File: config.mk
export PLATFORM = sky130hd
export DESIGN_NAME = vote_session_ctrl
export DESIGN_NICKNAME = d
export VERILOG_FILES = /design/src/rtl/vote_pkg.sv /design/src/rtl/vote_window_timer.sv /design/src/rtl/vote_session_ctrl.sv
export SDC_FILE = /design/constraint.sdc
export NUM_CORES = 1
export LEC_CHECK = 0
export BUFFER_PORTS_ARGS = -buffer_cell sky130_fd_sc_hd__buf_4
export CAP_MARGIN = 20
export CORE_MARGIN = 2
export CORE_UTILIZATION = 30
export CTS_CLUSTER_SIZE = 16
export DETAILED_ROUTE_END_ITERATION = 6
export GPL_ROUTABILITY_DRIVEN = 0
export MAX_ROUTING_LAYER = met4
export SYNTH_ARGS = -nofsm -noshare
export SYNTH_HDL_FRONTEND = slang
export SYNTH_SLANG_ARGS = --single-unit
export TNS_END_PERCENT = 20
File: constraint.sdc
create_clock -name clk -period 2.3 [get_ports clk]
set_input_delay 0.46 -clock clk [delete_from_list [all_inputs] [get_ports clk]]
set_output_delay 0.46 -clock clk [all_outputs]
set_load 0.05 [all_outputs]
File: src/rtl/vote_pkg.sv
// Shared types and constants for the 5-seat voting session controller.
package vote_pkg;

   localparam int N_SEATS     = 5;
   localparam int TIMEOUT_DEF = 16;
   localparam int THRESH_DEF  = 3;

   typedef enum logic [1:0] {
      IDLE = 2'd0,
      OPEN = 2'd1,
      EVAL = 2'd2,
      DONE = 2'd3
   } state_e;

   function automatic logic [2:0] popcount5(input logic [N_SEATS-1:0] v);
      logic [2:0] c;
      c = '0;
      for (int i = 0; i < N_SEATS; i++) begin
         c = c + {2'b00, v[i]};
      end
      return c;
   endfunction

endpackage

File: src/rtl/vote_window_timer.sv
// Ballot window timer: down-counter loaded on clear, expires at terminal count zero.
module vote_window_timer #(
   parameter int TIMEOUT = 16
) (
   input  logic clk,
   input  logic rst,
   input  logic clear,
   input  logic enable,
   output logic expire
);

   localparam int            TW   = $clog2(TIMEOUT + 1);
   localparam logic [TW-1:0] LOAD = TW'(TIMEOUT - 1);

   logic [TW-1:0] cnt_q, cnt_d;

   always_comb begin
      cnt_d = cnt_q;
      if (clear) begin
         cnt_d = LOAD;
      end else if (enable && (cnt_q != '0)) begin
         cnt_d = cnt_q - 1'b1;
      end
   end

   always_ff @(posedge clk) begin
      if (rst) begin
         cnt_q <= '0;
      end else begin
         cnt_q <= cnt_d;
      end
   end

   // Zero means the current window cycle is the last one.
   assign expire = (cnt_q == '0);

endmodule

File: src/rtl/vote_session_ctrl.sv
// Voting session sequencer: ballot window, per-seat handshake, majority evaluation.
// Optional VOTE_EARLY_CLOSE_EN closes the window as soon as the outcome is decided.
//
//   state | meaning
//   IDLE  | after reset, waiting for start
//   OPEN  | ballot window open, seats may cast
//   EVAL  | one cycle, tally and pass computed from ballot register
//   DONE  | result held until next start
module vote_session_ctrl
   import vote_pkg::*;
#(
   parameter int TIMEOUT = TIMEOUT_DEF,
   parameter int THRESH  = THRESH_DEF
) (
   input  logic               clk,
   input  logic               rst,
   input  logic               start,
   input  logic [N_SEATS-1:0] cast_valid,
   input  logic [N_SEATS-1:0] cast_val,
   output logic [N_SEATS-1:0] cast_ack,
   output logic               busy,
   output logic               done,
   output logic               pass,
   output logic [2:0]         tally,
   output logic [N_SEATS-1:0] voted,
   output logic               timed_out
);

   localparam logic [2:0] THRESH_L = 3'(THRESH);

   state_e             state_q, state_d;
   logic [N_SEATS-1:0] voted_q, voted_d;
   logic [N_SEATS-1:0] ballot_q, ballot_d;
   logic [2:0]         tally_q, tally_d;
   logic               pass_q, pass_d;
   logic               timed_out_q, timed_out_d;

   logic               tmr_clear, tmr_en, tmr_expire;
   logic [N_SEATS-1:0] open_ack, voted_acc, ballot_acc;
   logic               all_cast, decided;

   vote_window_timer #(
      .TIMEOUT(TIMEOUT)
   ) u_timer (
      .clk   (clk),
      .rst   (rst),
      .clear (tmr_clear),
      .enable(tmr_en),
      .expire(tmr_expire)
   );

   // Acks and the resulting seat/ballot picture, including this cycle's casts.
   assign open_ack   = cast_valid & ~voted_q;
   assign voted_acc  = voted_q | open_ack;
   assign ballot_acc = (ballot_q & ~open_ack) | (cast_val & open_ack);
   assign all_cast   = &voted_acc;

`ifdef VOTE_EARLY_CLOSE_EN
   localparam logic [2:0] NO_LIMIT = 3'(N_SEATS - THRESH);
   logic [2:0] yes_cnt, no_cnt;
   // Unvoted seats always hold a cleared ballot bit, so ballot popcount is yes-so-far.
   assign yes_cnt = popcount5(ballot_acc);
   assign no_cnt  = popcount5(voted_acc & ~ballot_acc);
   assign decided = (yes_cnt >= THRESH_L) || (no_cnt > NO_LIMIT);
`else
   assign decided = 1'b0;
`endif

   always_comb begin
      state_d     = state_q;
      voted_d     = voted_q;
      ballot_d    = ballot_q;
      tally_d     = tally_q;
      pass_d      = pass_q;
      timed_out_d = timed_out_q;
      cast_ack    = '0;
      tmr_clear   = 1'b0;
      tmr_en      = 1'b0;

      unique case (state_q)
         IDLE, DONE: begin
            if (start) begin
               state_d     = OPEN;
               voted_d     = '0;
               ballot_d    = '0;
               timed_out_d = 1'b0;
               tmr_clear   = 1'b1;
            end
         end
         OPEN: begin
            tmr_en   = 1'b1;
            cast_ack = open_ack;
            voted_d  = voted_acc;
            ballot_d = ballot_acc;
            // All-cast and early decision both win over a simultaneous timer expiry.
            if (all_cast || decided || tmr_expire) begin
               state_d     = EVAL;
               timed_out_d = tmr_expire && !all_cast && !decided;
            end
         end
         EVAL: begin
            tally_d = popcount5(ballot_q);
            pass_d  = (popcount5(ballot_q) >= THRESH_L);
            state_d = DONE;
         end
         default: begin
            state_d = IDLE;
         end
      endcase
   end

   always_ff @(posedge clk) begin
      if (rst) begin
         state_q     <= IDLE;
         voted_q     <= '0;
         ballot_q    <= '0;
         tally_q     <= '0;
         pass_q      <= 1'b0;
         timed_out_q <= 1'b0;
      end else begin
         state_q     <= state_d;
         voted_q     <= voted_d;
         ballot_q    <= ballot_d;
         tally_q     <= tally_d;
         pass_q      <= pass_d;
         timed_out_q <= timed_out_d;
      end
   end

   assign busy      = (state_q == OPEN) || (state_q == EVAL);
   assign done      = (state_q == DONE);
   assign pass      = pass_q;
   assign tally     = tally_q;
   assign voted     = voted_q;
   assign timed_out = timed_out_q;

endmodule
# [Word level (Yosys, flattened, before mapping)]
# Cells that the tools add are included.
[totals] word_cells=57 reg_bits=22 output_inout_bits=17
[classes] n_bitwise=7 n_reduce_logical=16 mux=15 n_lt_le_gt_ge=1 n_eq_ne=5 addsub=5
[op_table] cell="case mux 5 bit (2 select lines)" n=2
[op_table] cell="bitwise AND 5 bit" n=3
[op_table] cell="2-to-1 mux 5 bit" n=2
[op_table] cell="NOT 5 bit" n=2
[op_table] cell="bitwise OR 5 bit" n=2
[op_table] cell="2-to-1 mux 4 bit" n=2
[op_table] cell="adder 3 x 1 -> 3 bit" n=2
[op_table] cell="case mux 2 bit (3 select lines)" n=1
[op_table] cell="zero test 5 bit" n=1
[op_table] cell="2-to-1 mux 1 bit" n=5
[op_table] cell="AND reduction 5 bit" n=1
[op_table] cell="nonzero test 5 bit" n=1
[op_table] cell="subtractor 5 x 1 -> 5 bit, second input constant" n=1
[op_table] cell="equality test 2 bit, second input constant" n=2
[op_table] cell="2-to-1 mux 2 bit" n=2
[op_table] cell="!= test 2 bit, second input constant" n=2
[op_table] cell="AND reduction 2 bit" n=2
[op_table] cell="nonzero test 2 bit" n=2
[op_table] cell="OR reduction 2 bit" n=2
[op_table] cell="adder 2 x 1 -> 3 bit" n=1
[op_table] cell="greater-or-equal comparator 3 x 2 -> 1 bit, second input constant" n=1
[op_table] cell="AND reduction 3 bit" n=1
[op_table] cell="adder 1 x 1 -> 2 bit" n=1
[op_table] cell="equality test 2 x 1 -> 1 bit, second input constant" n=1
[op_table] cell="other kinds (5)" n=7

# [Depth between registers and ports, before layout]
[logic_depth] ltp_word=8 mapped_depth=7

# [By module]
# From an unflattened synthesis, not the netlist that was laid out.
[hier_totals] hier_cells=135 area_unflattened_um2=1267.5
[modules_own_cells] mod="vote_session_ctrl" area_per_inst_um2=970.9 instances=1 cells_each=105
[modules_own_cells] mod="vote_window_timer" area_per_inst_um2=296.5 instances=1 cells_each=30

# [Least setup slack after synthesis]
# No wires, ideal clock.
[synth_timing] path_kind="reg2out" startpoint="reg state_q[0]" endpoint="out cast_ack[3]" path_stages_with_launch=5 path_slack_ps=-166 t_arrival_ps=2006 required_ps=1840 path_cell_list="dfxtp_1 ha_1 buf_2 inv_1 nor3b_1"
[synth_via] elab_chain_cells=2
[synth_rtl] item="from (decl)" line="vote_session_ctrl.sv:31" text="state_e state_q, state_d;"
[synth_rtl] item="from (signal assigned)" line="vote_session_ctrl.sv:121" text="state_q <= state_d;"
[synth_rtl] item="equality test 2 x 1 -> 1 bit" line="vote_session_ctrl.sv:80" text="unique case (state_q)"
[synth_rtl] item="2-to-1 mux 5 bit" line="vote_session_ctrl.sv:80"
[synth_rtl] item="to (decl)" line="vote_session_ctrl.sv:20" text="output logic [N_SEATS-1:0] cast_ack,"
# No other way between the ends.

# [Worst setup path after layout]
[layout_timing] startpoint="reg state_q[0]" endpoint="out cast_ack[2]"
# Same word-level chain as after synthesis.

==> results.py <==
metrics = {
    "status": {
        "status": "finished clean",
    },
    "yosys": {
        "avgSynthCellArea_um2": 9.46,
        "yosys.area.top_type": "dfxtp_1",
        "synthDominantCellAreaShare": 0.382,
        "ys_seq_elements": 22,
        "synth_warnings": 0,
        "syn_inst": 122,
        "yosys-top-cells-area": "dfxtp_1, mux2i_1, ha_1",
        "synth-async-reset-ratio": 0,
        "synth-seq-area-share": 0.382,
        "synth_cell_types": 31,
        "synth.most_common_cell": "dfxtp_1",
        "netlist_top_cells_count": "dfxtp_1, nor2_1, a21oi_1, inv_1, nor3b_1",
        "synth_flop_cell": "dfxtp_1",
        "syn_area_um2": 1150,
        "synth_edf_count": 0,
        "synth_nets": 144,
    },
    "sta": {
        "tightest_slew_ns": 0.531,
        "rsz0062_at_grt": "no",
        "slew_headroom": 0.636,
        "fin_crit_sh": 0.923,
        "finalSetupViolCount": 0,
        "fin_crit_ns": 2.12,
        "fin_setup_tns_ns": 0,
        "worst_slack_ns": 0.178,
        "fin_worst_skew_ns": 0.00271,
        "fin_hold_ws_ns": 0.413,
        "max_freq_mhz": 471,
        "slew_violations": 0,
        "final-hold-violation-count": 0,
    },
    "die": {
        "core_um2": 3690,
        "fp-row-count": 22,
        "fp.dieH_um": 66.0,
        "die_area_um2": 4360,
        "io_pins": 30,
        "die-width_um": 66.0,
        "initial_core_util": 0.313,
    },
    "cells_and_area": {
        "design_area_um2": 1510,
        "utilization": 0.408,
        "multi_input_area_um2": 653,
        "drive_gt1_frac": 0.279,
        "layoutNonFillerInstCount": 202,
        "nets": 177,
        "fillers": 378,
        "ff_latch_area_um2": 440,
        "area_delta_synth_final_pct": 30.6,
        "antenna-diode-count": 0,
    },
    "worst_setup_path": {
        "path_buf_inv": 2,
        "crit_fanout": 6,
        "slowest_delay_ns": 0.43,
        "cp-start-kind": "flip-flop",
        "cp.arrival_ns": 1.66,
        "required_ns": 1.84,
        "worstPathCellList": "ha_1 > inv_1 > nor3b_1 > buf_4",
        "endpoint_kind": "output port",
        "worstSetupPathType": "reg2out",
        "slowest_stage": "dfxtp_1",
        "crit_family": "flip-flops",
    },
    "pwr": {
        "seqPwrFrac": 0.289,
        "total_power_mw": 1.90,
        "cellInternalPower_mw": 1.09,
        "vdd_ir_drop_max_mv": 0.488,
        "power_frac_comb": 0.520,
        "clockPowerShare": 0.190,
        "p_sw_uw": 807,
        "p_leak_nw": 0.645,
        "switching_share": 0.425,
        "p_per_area_nw_per_um2": 1260,
    },
    "global_route": {
        "antenna_found_initial": 0,
        "grt_max_degree": 15,
        "grt_overflow": 0,
        "first_global_vias": 856,
        "grt_pass1_wl_um": 3890,
        "grt_util_all_layers": 0.117,
    },
    "route": {
        "wl_met3_um": 73,
        "m1WireLength_um": 1110,
        "totalWireLength_um": 2380,
        "detail-route-antenna-nets": 0,
        "top_layer": "met4",
        "drtIter0Drc": 9,
        "wl_met2_um": 1170,
        "firstDrtPassIters": 2,
        "vias": 942,
        "drc": 0,
        "wl_per_cell_um": 11.8,
        "vias_per_cell": 4.66,
    },
    "cts": {
        "cts_setup_buffers": 0,
        "cts_tree": "built",
        "cts_buffers": 3,
        "hold_buffers": 0,
        "cts_sinks": 22,
        "clkTransAtPathRegs_ns": 0.08,
        "ctsResizeCount": 0,
        "htree_levels": 1,
        "cts_buffer_depth": 2,
        "clock_latency_ns": 0.26,
        "cts-root-buf": "clkbuf_8",
    },
    "placement": {
        "place_worst_setup_slack_ns": 0.344,
        "dp_hpwl_um": 1920,
        "dp_cells": 198,
        "port_buffers": 29,
        "post_dp_cell_area_um2": 1440,
    },
    "min_path": {
        "hp-class": "in2reg",
    },
    "run": {
        "cap_violations": 0,
    },
}
[cells in the final DEF (no fill, tap or decap), types with 3 or more instances in the layout]
cell and instances:
xor2_1 3, clkbuf_8 3, nor3b_1 10, a21oi_1 11
ha_1 7, dfxtp_1 22, inv_1 11, buf_4 32
nor2_1 17, mux2i_1 9
[registers in the layout, indices dropped and copies added (netlist names)]
name	flops
voted	5
timed_out	1
pass	1
ballot_q	5
state_q	2
tally	3
u_timer.cnt_q	5
[metal layers]
| metal | global-route usage | vias up |
|---|---|---|
| li1 | - | 483 |
| met1 | 0.144 | 439 |
| met2 | 0.192 | 16 |
| met3 | 0.0307 | 4 |
| met4 | 0.0306 | 0 |
| met5 | - | - |
[logic make-up (layout without fill, tap and decap cells)]
logic type / Yosys count / count (layout) / synth area share
and+or+nand+nor: 39 / 39 / 0.184
AOI/OAI and AO/OA: 23 / 23 / 0.149
DFF: 22 / 22 / 0.382
buffers and inverters: 15 / 47 / 0.0564
muxes: 10 / 10 / 0.0879
adders and majority gates: 9 / 9 / 0.111
xor gates and xnor gates: 4 / 4 / 0.0304
[final cells by class]
type / count / area share
tap: 48 / 0.0399
timing repair buffer: 32 / 0.159
clock buffer: 3 / 0.0274
multi-input combinational: 85 / 0.434
inverter: 11 / 0.0274
clock inverter: 1 / 0.0199
sequential: 22 / 0.292
[power by group through the flow]
| stage | Clock (mW) | Combinational (mW) | Sequential, mW |
|---|---|---|---|
| floorplan | 0 | 0.704 | 0.621 |
| global placement | 0 | 0.976 | 0.551 |
| detailed placement | 0 | 0.999 | 0.559 |
| CTS | 0.370 | 1.00 | 0.550 |
| global route | 0.381 | 1.09 | 0.563 |
| finish | 0.361 | 0.988 | 0.549 |
[path summary, 6_finish.rpt]
path,startpoint,slack (ns),depth (start not counted),to
worst max-delay path,state_q[0]$_SDFFE_PP0P_,0.18,4,cast_ack[2]
worst min-delay path,start,0.41,2,u_timer.cnt_q[4]$_SDFFE_PP0P_
worst max register to register,ballot_q[0]$_SDFFE_PP0P_,0.31,7,pass$_SDFFE_PP0N_
worst min register to register,ballot_q[3]$_SDFFE_PP0P_,0.51,2,ballot_q[3]$_SDFFE_PP0P_
Power figures use the tool's default switching activity.
